`src/rtl/pcileech_ft245_pkg.sv`:
```
// pcileech_ft245_pkg: shared types and constants for the FT245 TX arbiter; state set depends on PCILEECH_FT245_TX_ARB_HDR_EN
package pcileech_ft245_pkg;
  localparam int WORD_W = 32;
  localparam int BYTE_W = 8;
  localparam logic [23:0] HDR_TAG = 24'hE0A500;
`ifdef PCILEECH_FT245_TX_ARB_HDR_EN
  typedef enum logic [1:0] {S_IDLE, S_GRANT, S_DRAIN, S_HDR} state_t;
`else
  typedef enum logic [1:0] {S_IDLE, S_GRANT, S_DRAIN} state_t;
`endif
endpackage

```
`src/rtl/pcileech_ft245_tx_arb_if.sv`:
```
// pcileech_ft245_tx_arb_if: word-source and FT245 pull-side signals of the TX arbiter
interface pcileech_ft245_tx_arb_if
  import pcileech_ft245_pkg::*;
#(parameter int NUM_SRC = 4);
  logic [NUM_SRC*WORD_W-1:0] src_data;
  logic [NUM_SRC-1:0]        src_valid;
  logic [NUM_SRC-1:0]        src_last;
  logic [NUM_SRC-1:0]        src_ready;
  logic [BYTE_W-1:0]         ft_din;
  logic                      ft_din_empty;
  logic                      ft_din_req_data;
  logic                      ft_din_wr_en;
  logic [2:0]                grant_id;
  modport master (
    input  src_data, src_valid, src_last, ft_din_req_data,
    output src_ready, ft_din, ft_din_empty, ft_din_wr_en, grant_id
  );
  modport slave (
    output src_data, src_valid, src_last, ft_din_req_data,
    input  src_ready, ft_din, ft_din_empty, ft_din_wr_en, grant_id
  );
endinterface

```
`src/rtl/pcileech_ft245_word2byte.sv`:
```
// pcileech_ft245_word2byte: 32-bit word to LSB-first byte serializer with registered pull outputs
module pcileech_ft245_word2byte
  import pcileech_ft245_pkg::*;
(
  input  logic              clk,
  input  logic              rst,
  input  logic              i_load,
  input  logic [WORD_W-1:0] i_word,
  input  logic              i_pop,
  output logic [BYTE_W-1:0] o_din,
  output logic              o_empty,
  output logic              o_wr_en,
  output logic [2:0]        o_bcnt
);
  logic [WORD_W-1:0] r_sreg;
  logic [BYTE_W-1:0] r_din;
  logic [2:0]        r_bcnt;
  logic              r_empty, r_wr_en, w_pop;
  assign w_pop   = i_pop & ~r_empty;
  assign o_din   = r_din;
  assign o_empty = r_empty;
  assign o_wr_en = r_wr_en;
  assign o_bcnt  = r_bcnt;
  // a load on the same edge as the final pop refills without an empty bubble
  always_ff @(posedge clk) begin
    if (rst) begin
      r_sreg  <= '0;
      r_din   <= '0;
      r_bcnt  <= '0;
      r_empty <= 1'b1;
      r_wr_en <= 1'b0;
    end else begin
      r_wr_en <= w_pop;
      if (w_pop) r_din <= r_sreg[BYTE_W-1:0];
      if (i_load) begin
        r_sreg  <= i_word;
        r_bcnt  <= 3'd4;
        r_empty <= 1'b0;
      end else if (w_pop) begin
        r_sreg  <= r_sreg >> BYTE_W;
        r_bcnt  <= r_bcnt - 3'd1;
        r_empty <= (r_bcnt == 3'd1);
      end
    end
  end
endmodule

```
`src/rtl/pcileech_ft245_tx_arb.sv`:
```
// pcileech_ft245_tx_arb: round-robin, burst-bounded arbiter of word sources onto the FT245 byte pull path
// PCILEECH_FT245_TX_ARB_HDR_EN: prefix every grant with header word {24'hE0A500, 5'b0, grant_id}
module pcileech_ft245_tx_arb
  import pcileech_ft245_pkg::*;
#(
  parameter int NUM_SRC   = 4,
  parameter int MAX_BURST = 64
) (
  input logic clk,
  input logic rst,
  pcileech_ft245_tx_arb_if.master bus
);
  localparam logic [7:0] BURST_LAST = 8'(MAX_BURST - 1);
`ifdef PCILEECH_FT245_TX_ARB_HDR_EN
  localparam state_t S_START = S_HDR;
`else
  localparam state_t S_START = S_GRANT;
`endif
  state_t            r_state;
  logic [2:0]        r_ptr, r_gnt;
  logic [7:0]        r_burst;
  logic [NUM_SRC-1:0] w_sel;
  logic              w_vld, w_last, w_rdy, w_acc, w_load, w_hi_found;
  logic [2:0]        w_lo, w_hi, w_next, w_bcnt;
  logic [WORD_W-1:0] w_src_word, w_word;
  assign w_sel          = NUM_SRC'(1) << r_gnt;
  assign w_vld          = |(bus.src_valid & w_sel);
  assign w_last         = |(bus.src_last & w_sel);
  assign w_rdy          = (r_state == S_GRANT) & ((w_bcnt == 3'd0) | ((w_bcnt == 3'd1) & bus.ft_din_req_data));
  assign w_acc          = w_rdy & w_vld;
  assign bus.src_ready  = w_rdy ? w_sel : '0;
  assign bus.grant_id   = r_gnt;
  assign w_next         = w_hi_found ? w_hi : w_lo;
  // lowest valid index at or above the pointer wins, else the lowest valid overall
  always_comb begin
    w_src_word = '0;
    w_lo       = '0;
    w_hi       = '0;
    w_hi_found = 1'b0;
    for (int i = NUM_SRC - 1; i >= 0; i--) begin
      if (w_sel[i]) w_src_word = bus.src_data[i*WORD_W +: WORD_W];
      if (bus.src_valid[i]) w_lo = 3'(i);
      if (bus.src_valid[i] && i >= int'(r_ptr)) begin
        w_hi       = 3'(i);
        w_hi_found = 1'b1;
      end
    end
  end
`ifdef PCILEECH_FT245_TX_ARB_HDR_EN
  assign w_load = w_acc | (r_state == S_HDR);
  assign w_word = (r_state == S_HDR) ? {HDR_TAG, 5'b0, r_gnt} : w_src_word;
`else
  assign w_load = w_acc;
  assign w_word = w_src_word;
`endif
  pcileech_ft245_word2byte u_w2b (
    .clk     (clk),
    .rst     (rst),
    .i_load  (w_load),
    .i_word  (w_word),
    .i_pop   (bus.ft_din_req_data),
    .o_din   (bus.ft_din),
    .o_empty (bus.ft_din_empty),
    .o_wr_en (bus.ft_din_wr_en),
    .o_bcnt  (w_bcnt)
  );
  always_ff @(posedge clk) begin
    if (rst) begin
      r_state <= S_IDLE;
      r_ptr   <= '0;
      r_gnt   <= '0;
      r_burst <= '0;
    end else begin
      case (r_state)
        S_IDLE: if (|bus.src_valid) begin
          r_gnt   <= w_next;
          r_burst <= '0;
          r_state <= S_START;
        end
`ifdef PCILEECH_FT245_TX_ARB_HDR_EN
        S_HDR: r_state <= S_GRANT;
`endif
        S_GRANT: if (w_acc) begin
          r_burst <= r_burst + 8'd1;
          if (w_last || r_burst == BURST_LAST) r_state <= S_DRAIN;
        end else if (!w_vld && w_bcnt == 3'd0) r_state <= S_DRAIN;
        S_DRAIN: if (w_bcnt == 3'd0) begin
          r_ptr   <= (r_gnt == 3'(NUM_SRC - 1)) ? 3'd0 : r_gnt + 3'd1;
          r_state <= S_IDLE;
        end
        default: r_state <= S_IDLE;
      endcase
    end
  end
endmodule
```
`src/flat_wrapper.sv`:
```
// flat-port wrapper written by rule: the top's interface ports become plain ports
module pcileech_ft245_tx_arb_flat import pcileech_ft245_pkg::*;
#(
  parameter int NUM_SRC   = 4,
  parameter int MAX_BURST = 64
)
  (clk, rst, bus_src_data, bus_src_valid, bus_src_last, bus_ft_din_req_data, bus_src_ready, bus_ft_din, bus_ft_din_empty, bus_ft_din_wr_en, bus_grant_id);
  pcileech_ft245_tx_arb_if #(.NUM_SRC(NUM_SRC)) bus_i ();
  input logic clk;
  input logic rst;
  input wire logic [$bits(bus_i.src_data)-1:0] bus_src_data;
  input wire logic [$bits(bus_i.src_valid)-1:0] bus_src_valid;
  input wire logic [$bits(bus_i.src_last)-1:0] bus_src_last;
  input wire logic [$bits(bus_i.ft_din_req_data)-1:0] bus_ft_din_req_data;
  output wire logic [$bits(bus_i.src_ready)-1:0] bus_src_ready;
  output wire logic [$bits(bus_i.ft_din)-1:0] bus_ft_din;
  output wire logic [$bits(bus_i.ft_din_empty)-1:0] bus_ft_din_empty;
  output wire logic [$bits(bus_i.ft_din_wr_en)-1:0] bus_ft_din_wr_en;
  output wire logic [$bits(bus_i.grant_id)-1:0] bus_grant_id;
  assign bus_i.src_data = bus_src_data;
  assign bus_i.src_valid = bus_src_valid;
  assign bus_i.src_last = bus_src_last;
  assign bus_i.ft_din_req_data = bus_ft_din_req_data;
  assign bus_src_ready = bus_i.src_ready;
  assign bus_ft_din = bus_i.ft_din;
  assign bus_ft_din_empty = bus_i.ft_din_empty;
  assign bus_ft_din_wr_en = bus_i.ft_din_wr_en;
  assign bus_grant_id = bus_i.grant_id;
  pcileech_ft245_tx_arb #(.NUM_SRC(NUM_SRC), .MAX_BURST(MAX_BURST)) u_core (.clk(clk), .rst(rst), .bus(bus_i));
endmodule
```
`config.mk`:
```
export PLATFORM = sky130hd
export DESIGN_NAME = pcileech_ft245_tx_arb_flat
export DESIGN_NICKNAME = d
export VERILOG_FILES = /design/src/rtl/pcileech_ft245_pkg.sv /design/src/rtl/pcileech_ft245_tx_arb_if.sv /design/src/rtl/pcileech_ft245_word2byte.sv /design/src/rtl/pcileech_ft245_tx_arb.sv /design/src/flat_wrapper.sv
export SDC_FILE = /design/constraint.sdc
export NUM_CORES = 1
export LEC_CHECK = 0
export CORE_UTILIZATION = 46
export DETAILED_ROUTE_END_ITERATION = 7
export PLACE_DENSITY = 0.86
export SLEW_MARGIN = 20
export SYNTH_ARGS = -nofsm -noshare
export SYNTH_HDL_FRONTEND = slang
export SYNTH_SLANG_ARGS = --single-unit
```
`constraint.sdc`:
```
create_clock -name clk -period 6.3 [get_ports clk]
set_input_delay 0.945 -clock clk [delete_from_list [all_inputs] [get_ports clk]]
set_output_delay 0.945 -clock clk [all_outputs]
set_load 0.01 [all_outputs]
```
Yosys cells after proc, flatten, opt, wreduce, memory -nomap -nowiden

Index checks and enable logic that the tools add are counted.

Flip-flop bits (word level): 61
Input port bits: 139
Output and inout port bits: 17
Logic and storage cells: 89

Add/subtract/negate cells: 3
Order comparisons: 4
Eq/ne operators: 10
Shifts and indexed selects: 1
Multiplexer cells: 34
Bitwise operators: 8
Reduce and logical (&&, ||, !) cells: 19

Operator list:

| kind                                                                               | number |
|---|---|
| 32-bit 2-to-1 mux                                                                  | 6 |
| 2-bit 2-to-1 mux                                                                   | 14 |
| 8-bit 2-to-1 mux                                                                   | 2 |
| 8-bit case mux with 2 select lines                                                 | 1 |
| 4-bit OR reduction                                                                 | 3 |
| 3-bit 2-to-1 mux                                                                   | 3 |
| 8-bit by 1-bit adder with 8-bit output, second input constant                      | 1 |
| 4-bit bitwise AND                                                                  | 2 |
| 8-bit by 6-bit equality test with 1-bit output, second input constant              | 1 |
| 1-bit by 3-bit greater-or-equal comparator with 1-bit output, first input constant | 2 |
| 2-bit by 3-bit greater-or-equal comparator with 1-bit output, first input constant | 2 |
| 1-bit 2-to-1 mux                                                                   | 6 |
| 3-bit != test, second input constant                                               | 2 |
| 2-bit case mux with 3 select lines                                                 | 1 |
| 1-bit logical AND                                                                  | 5 |
| 1-bit bitwise AND                                                                  | 4 |
| 4-bit 2-to-1 mux                                                                   | 1 |
| 2-bit by 1-bit != test with 1-bit output, second input constant                    | 2 |
| 2-bit AND reduction                                                                | 2 |
| 4-bit AND reduction                                                                | 1 |
| 2-bit nonzero test                                                                 | 2 |
| 1-bit by 3-bit << shifter with 4-bit output, first input constant                  | 1 |
| 3-bit by 1-bit adder with 3-bit output, second input constant                      | 1 |
| 3-bit by 1-bit equality test with 1-bit output, second input constant              | 1 |
| 13 further kinds                                                                   | 13 |

Depth between registers and ports, before layout

Depth after elaboration: 8
Mapped depth: 9
Depth with buffers taken out: 6

Cells and area by module

A second synthesis with hierarchy kept.

Cells, all modules: 550
Area, all modules: 3867.5 sq um

Modules (own cells, without submodules):

| module                   | times used | cells an instance | area an instance (sq um) | sequential area each (sq um) |
|---|---|---|---|---|
| pcileech_ft245_tx_arb    | 1          | 322               | 1968.1                   | 280.3 |
| pcileech_ft245_word2byte | 1          | 228               | 1899.3                   | 900.9 |

Least setup slack after synthesis

Ideal clock, no wire load.

Path type: input port to output port
Start: input bus_ft_din_req_data
End: output bus_src_ready[1]
Arrival: 1.503 ns
Required time: 5.355 ns
Path slack: 3.852 ns
Stages on the path: 3
Buffers on the path: 0
Cell sequence: a21oi_1 -> nor3_1 -> and2_1

Longest elaborated chain between the ends: 4

RTL lines:

| what              | line                        | RTL |
|---|---|---|
| from (decl)       | flat_wrapper.sv:14          | `input wire logic [$bits(bus_i.ft_din_req_data)-1:0] bus_ft_din_req_data;` |
| 1-bit bitwise AND | pcileech_ft245_tx_arb.sv:29 | `assign w_rdy = (r_state == S_GRANT) & ((w_bcnt == 3'd0) \| ((w_bcnt == 3'd1) & bus.ft_din_req_data));` |
| 1-bit bitwise OR  | pcileech_ft245_tx_arb.sv:29 |  |
| 1-bit bitwise AND | pcileech_ft245_tx_arb.sv:29 |  |
| 4-bit 2-to-1 mux  | pcileech_ft245_tx_arb.sv:31 | `assign bus.src_ready = w_rdy ? w_sel : '0;` |
| to (decl)         | flat_wrapper.sv:15          | `output wire logic [$bits(bus_i.src_ready)-1:0] bus_src_ready;` |

Every way passes these cells.

Worst setup path in the final report

Start: input bus_ft_din_req_data
End: output bus_src_ready[3]

The elaborated chain is that of the path after synthesis.

==> impl.org <==
** Run status
- Run status :: complete, no violations

** Timing
- Total negative slack for setup checks :: 0 ns
- Period Utilization, post-route :: 61.8%
- FMAX :: 0.257 GHz
- The clock period could shrink to 3.89 ns.
- Clock tree skew after final layout :: 0.00851 ns
- Setup violations remaining at the end of the flow were counted as 0.
- The final max-slew violation count was 0.
- Setup repair after global routing left no endpoint under its margin.
- Actual transition at the worst max-transition pin :: 0.980 ns
- Measured against its own limit, the worst slew margin works out to 34.7%.
- Final hold violation count :: 0

** Die
- Row generation in the floorplan step produced 31 rows.
- Effective utilization at floorplan :: 48.6%
- Number of top-level design ports :: 156
- Core region area :: 7410 µm²
- Die Span X :: 90.4 µm
- The floorplan step defined a die boundary enclosing 8180 µm².
- The die is 90.4 µm tall.

** Setup path
- Startpoint Class :: input port
- In this run the worst setup path begins at bus_ft_din_req_data.
- The worst setup path is captured at an output port.
- Traced cell by cell, the critical path runs through clkdlybuf4s50_1 > a21oi_1 > nor3_1 > and2_1 > clkdlybuf4s50_1.
- Data on the critical path is required at its endpoint by 5.35 ns.
- Worst Path Class, Setup :: in -> out
- Counting stages on the worst path, the most repeated cell is sky130_fd_sc_hd__clkdlybuf4s50_1.
- Measured in cells, the most critical reg-to-reg path has a length of 7.
- Data arrives at the worst endpoint at 2.95 ns.
- Delay of the slowest cell on the worst path :: 0.56 ns
- In this run the worst path has a maximum fanout of 4.
- The worst register-to-register path begins at u_core.bus.grant_id[0].
- The largest individual stage delay along the critical path comes from the cell sky130_fd_sc_hd__clkdlybuf4s50_1.

** Clock tree
- The clock reaches the later pin of the worst-skew pair after 0.34 ns.
- After clock tree synthesis, the clock-pin slew on the worst setup and hold paths is 0.07 ns.
- The number of gates resized after CTS was 0.
- The H-tree was split into 3 levels.
- Worst-case clock buffer depth :: 2
- Clock tree synthesis inserted a total of 9 buffers.
- Counting every sink on the clock net gives 59.
- CTS tree :: yes
- Hold repair after CTS inserted 0 buffers.
- Post-CTS Setup Inserts :: 0
- Root Buffer Master :: sky130_fd_sc_hd__clkbuf_8

** Finish
- After filler insertion, the fill cell instance count of the layout stands at 557.
- The count of cells in the finished layout, fillers not included, comes to 688.
- At the end of the flow, the number of nets in the layout was 731.
- Most common library cell in the layout ignoring fill and taps :: sky130_fd_sc_hd__clkdlybuf4s50_1
- In the final layout, the share of cells above drive strength 1 is 5.09%.
- Combined flip-flop and latch cell area :: 1180 µm²
- The library cells used most frequently in the layout, excluding fill and tap cells, are 153 x sky130_fd_sc_hd__clkdlybuf4s50_1, 70 x sky130_fd_sc_hd__nand2_1, 59 x sky130_fd_sc_hd__dfxtp_1, 57 x sky130_fd_sc_hd__a21oi_1, 26 x sky130_fd_sc_hd__a221oi_1.
- Area growth from synthesis to layout :: 49.5%
- Summing all multi-input logic gate instances after layout gives 2190 µm².
- Number of diodes added for antenna fixing :: 0

** Placed design
- GP Congestion :: 0.785
- Detailed placer's ending HPWL :: 7.99 mm
- Buffers placed on the I/O ports in this run total 154.
- Including well taps, the total number of placed cells is 672.

** Yosys
- Post-synth cell types :: 42
- Counting flops with a built-in enable in the synthesized netlist gives 0.
- Sequential share of the synthesized area :: 32.8%
- The average instance in the mapped netlist occupies 7.81 µm².
- Synth Register Bits :: 59
- Number of cells produced by synthesis :: 461
- Among all flip-flop cells after synthesis, the most frequent one is sky130_fd_sc_hd__dfxtp_1.
- Cell type contributing the most total cell area after synthesis :: sky130_fd_sc_hd__dfxtp_1
- The share of synthesized area in the top cell type comes to 32.8%.
- Post-synth design cell area :: 3600 µm²
- By area the synthesized netlist is led by sky130_fd_sc_hd__dfxtp_1 33%, sky130_fd_sc_hd__a21oi_1 7.9%, sky130_fd_sc_hd__nand2_1 7.3%, sky130_fd_sc_hd__a221oi_1 6.3%, sky130_fd_sc_hd__a221o_1 5.0%.
- Post-synth ARST share :: 0%
- Yosys synthesis warning count :: 0
- Net Count, Synth :: 608

** Worst hold path
- Class of the tightest hold or removal check :: reg -> reg
- Worst Hold Path Cells :: 2
- The startpoint identified for the worst hold timing path is u_core.u_w2b.r_sreg[6].

** Global routing
- Entering global routing, the biggest net connects 68 pins.
- The via count of the first global-routing pass was 3859.
- First-pass GRT wire length :: 17.9 mm
- Global routing finished with a remaining overflow of 0.
- The number of antenna violations at the first check in global routing is 0.
- Global routing used 27.3% of the available tracks across all layers.

** Power and ir drop
- Maximum ir drop on the vdd rail :: 123 µV
- The design draws 1.35 mW.
- Power per standard cell area :: 250 nW/µm²
- Pleak :: 1.84 nW

** Drt
- After detailed routing, the average wire length per cell comes to 16.4 µm.
- Post-route DRC :: 0
- Iteration-0 DRC Markers :: 165
- Routed wire length :: 11.3 mm
- Count of antenna-violating nets left after detailed routing :: 0
- Before antenna repair, the detailed router went through 4 iterations.
- Dividing the detail-routed via count by the number of cells gives 5.75.
- The detailed router placed 3959 vias in this run.

** Job
- Maximum Capacitance Violations :: 0
[routing by layer]
metal  GRT usage (%)  routed length, µm
met1            30.2               4470
met2            49.7               5920
met3            5.56                570
met4            13.0                333
met5               0                  0
[sequential cells by signal, summed over array words and instances (netlist names)]
| register | cells |
|---|---|
| u_core.bus.grant_id | 2 |
| u_core.r_burst | 8 |
| u_core.r_ptr | 2 |
| u_core.r_state | 2 |
| u_core.u_w2b.o_bcnt | 3 |
| u_core.u_w2b.o_din | 8 |
| u_core.u_w2b.o_empty | 1 |
| u_core.u_w2b.o_wr_en | 1 |
| u_core.u_w2b.r_sreg | 32 |
[cells by family (layout without fill, tap and decap cells)]
| family | Yosys count | count (layout) | share of synthesized area, % |
|---|---|---|---|
| AOI/OAI and AO/OA | 157 | 157 | 32.1 |
| xor gates and xnor gates | 2 | 2 | 0.487 |
| adders and majority gates | 8 | 8 | 2.78 |
| buffers and inverters | 63 | 191 | 7.16 |
| DFF | 59 | 59 | 32.8 |
| muxes | 11 | 11 | 3.06 |
| other | 1 | 1 | 0.104 |
| and+or+nand+nor | 160 | 160 | 21.5 |
[worst paths after layout]
kind | end | slack (ns)
max | bus_src_ready[3] | 2.41
min | u_core.u_w2b.o_din[6] | 0.45
max reg2reg | u_core.r_burst[5] | 3.23
min reg2reg | u_core.u_w2b.o_din[6] | 0.45
[synth_stat cells (all sizes together), types with 7 or more instances]
cell and n:
nand2 70, nor2 11, a221o 18, ha 8, o221ai 7, a21oi 57
a211oi 8, clkbuf 36, o311a 8, nand3 14, buf 11, mux2i 11
dfxtp 59, a221oi 26, nor3 16, nor2b 10, o21ai 12, inv 16
a311oi 8, nand2b 19
[per-stage QoR]
stage | worst slack [ns] | utilization (%) | cell area (µm²) | hold slack [ns]
2_1_floorplan | 3.85 | - | 3600 | 0.431
3_3_place_gp | 2.53 | 69.2 | 5120 | 0.437
4_1_cts | 2.45 | 72.5 | 5370 | 0.457
6_report | 2.41 | 72.6 | 5380 | 0.452
5_1_grt | 2.35 | 72.6 | 5380 | 0.478
3_5_place_dp | 2.46 | 69.2 | 5120 | 0.444
[critical path, delay by kind of cell]
kind | cells | cell delay, ns
AOI/OAI and AO/OA | 1 | 0.18
buffers and inverters | 2 | 1.10
and+or+nand+nor | 2 | 0.72
[power breakdown]
| part | internal [mW] | switching [mW] |
|---|---|---|
| combinational | 0.213 | 0.234 |
| sequential | 0.428 | 0.0394 |
| clock | 0.274 | 0.157 |
| total | 0.915 | 0.431 |
[layout make-up]
| cell class | count | share of cell area [%] |
|---|---|---|
| clock inverters | 6 | 2.09 |
| multi-input cells | 339 | 40.7 |
| clock buffers | 10 | 2.56 |
| flip-flops and latches | 59 | 21.9 |
| well taps | 99 | 2.30 |
| inverters | 16 | 1.12 |
| repair buffers | 159 | 29.2 |
Note: power is estimated with default switching activity, not from simulation.
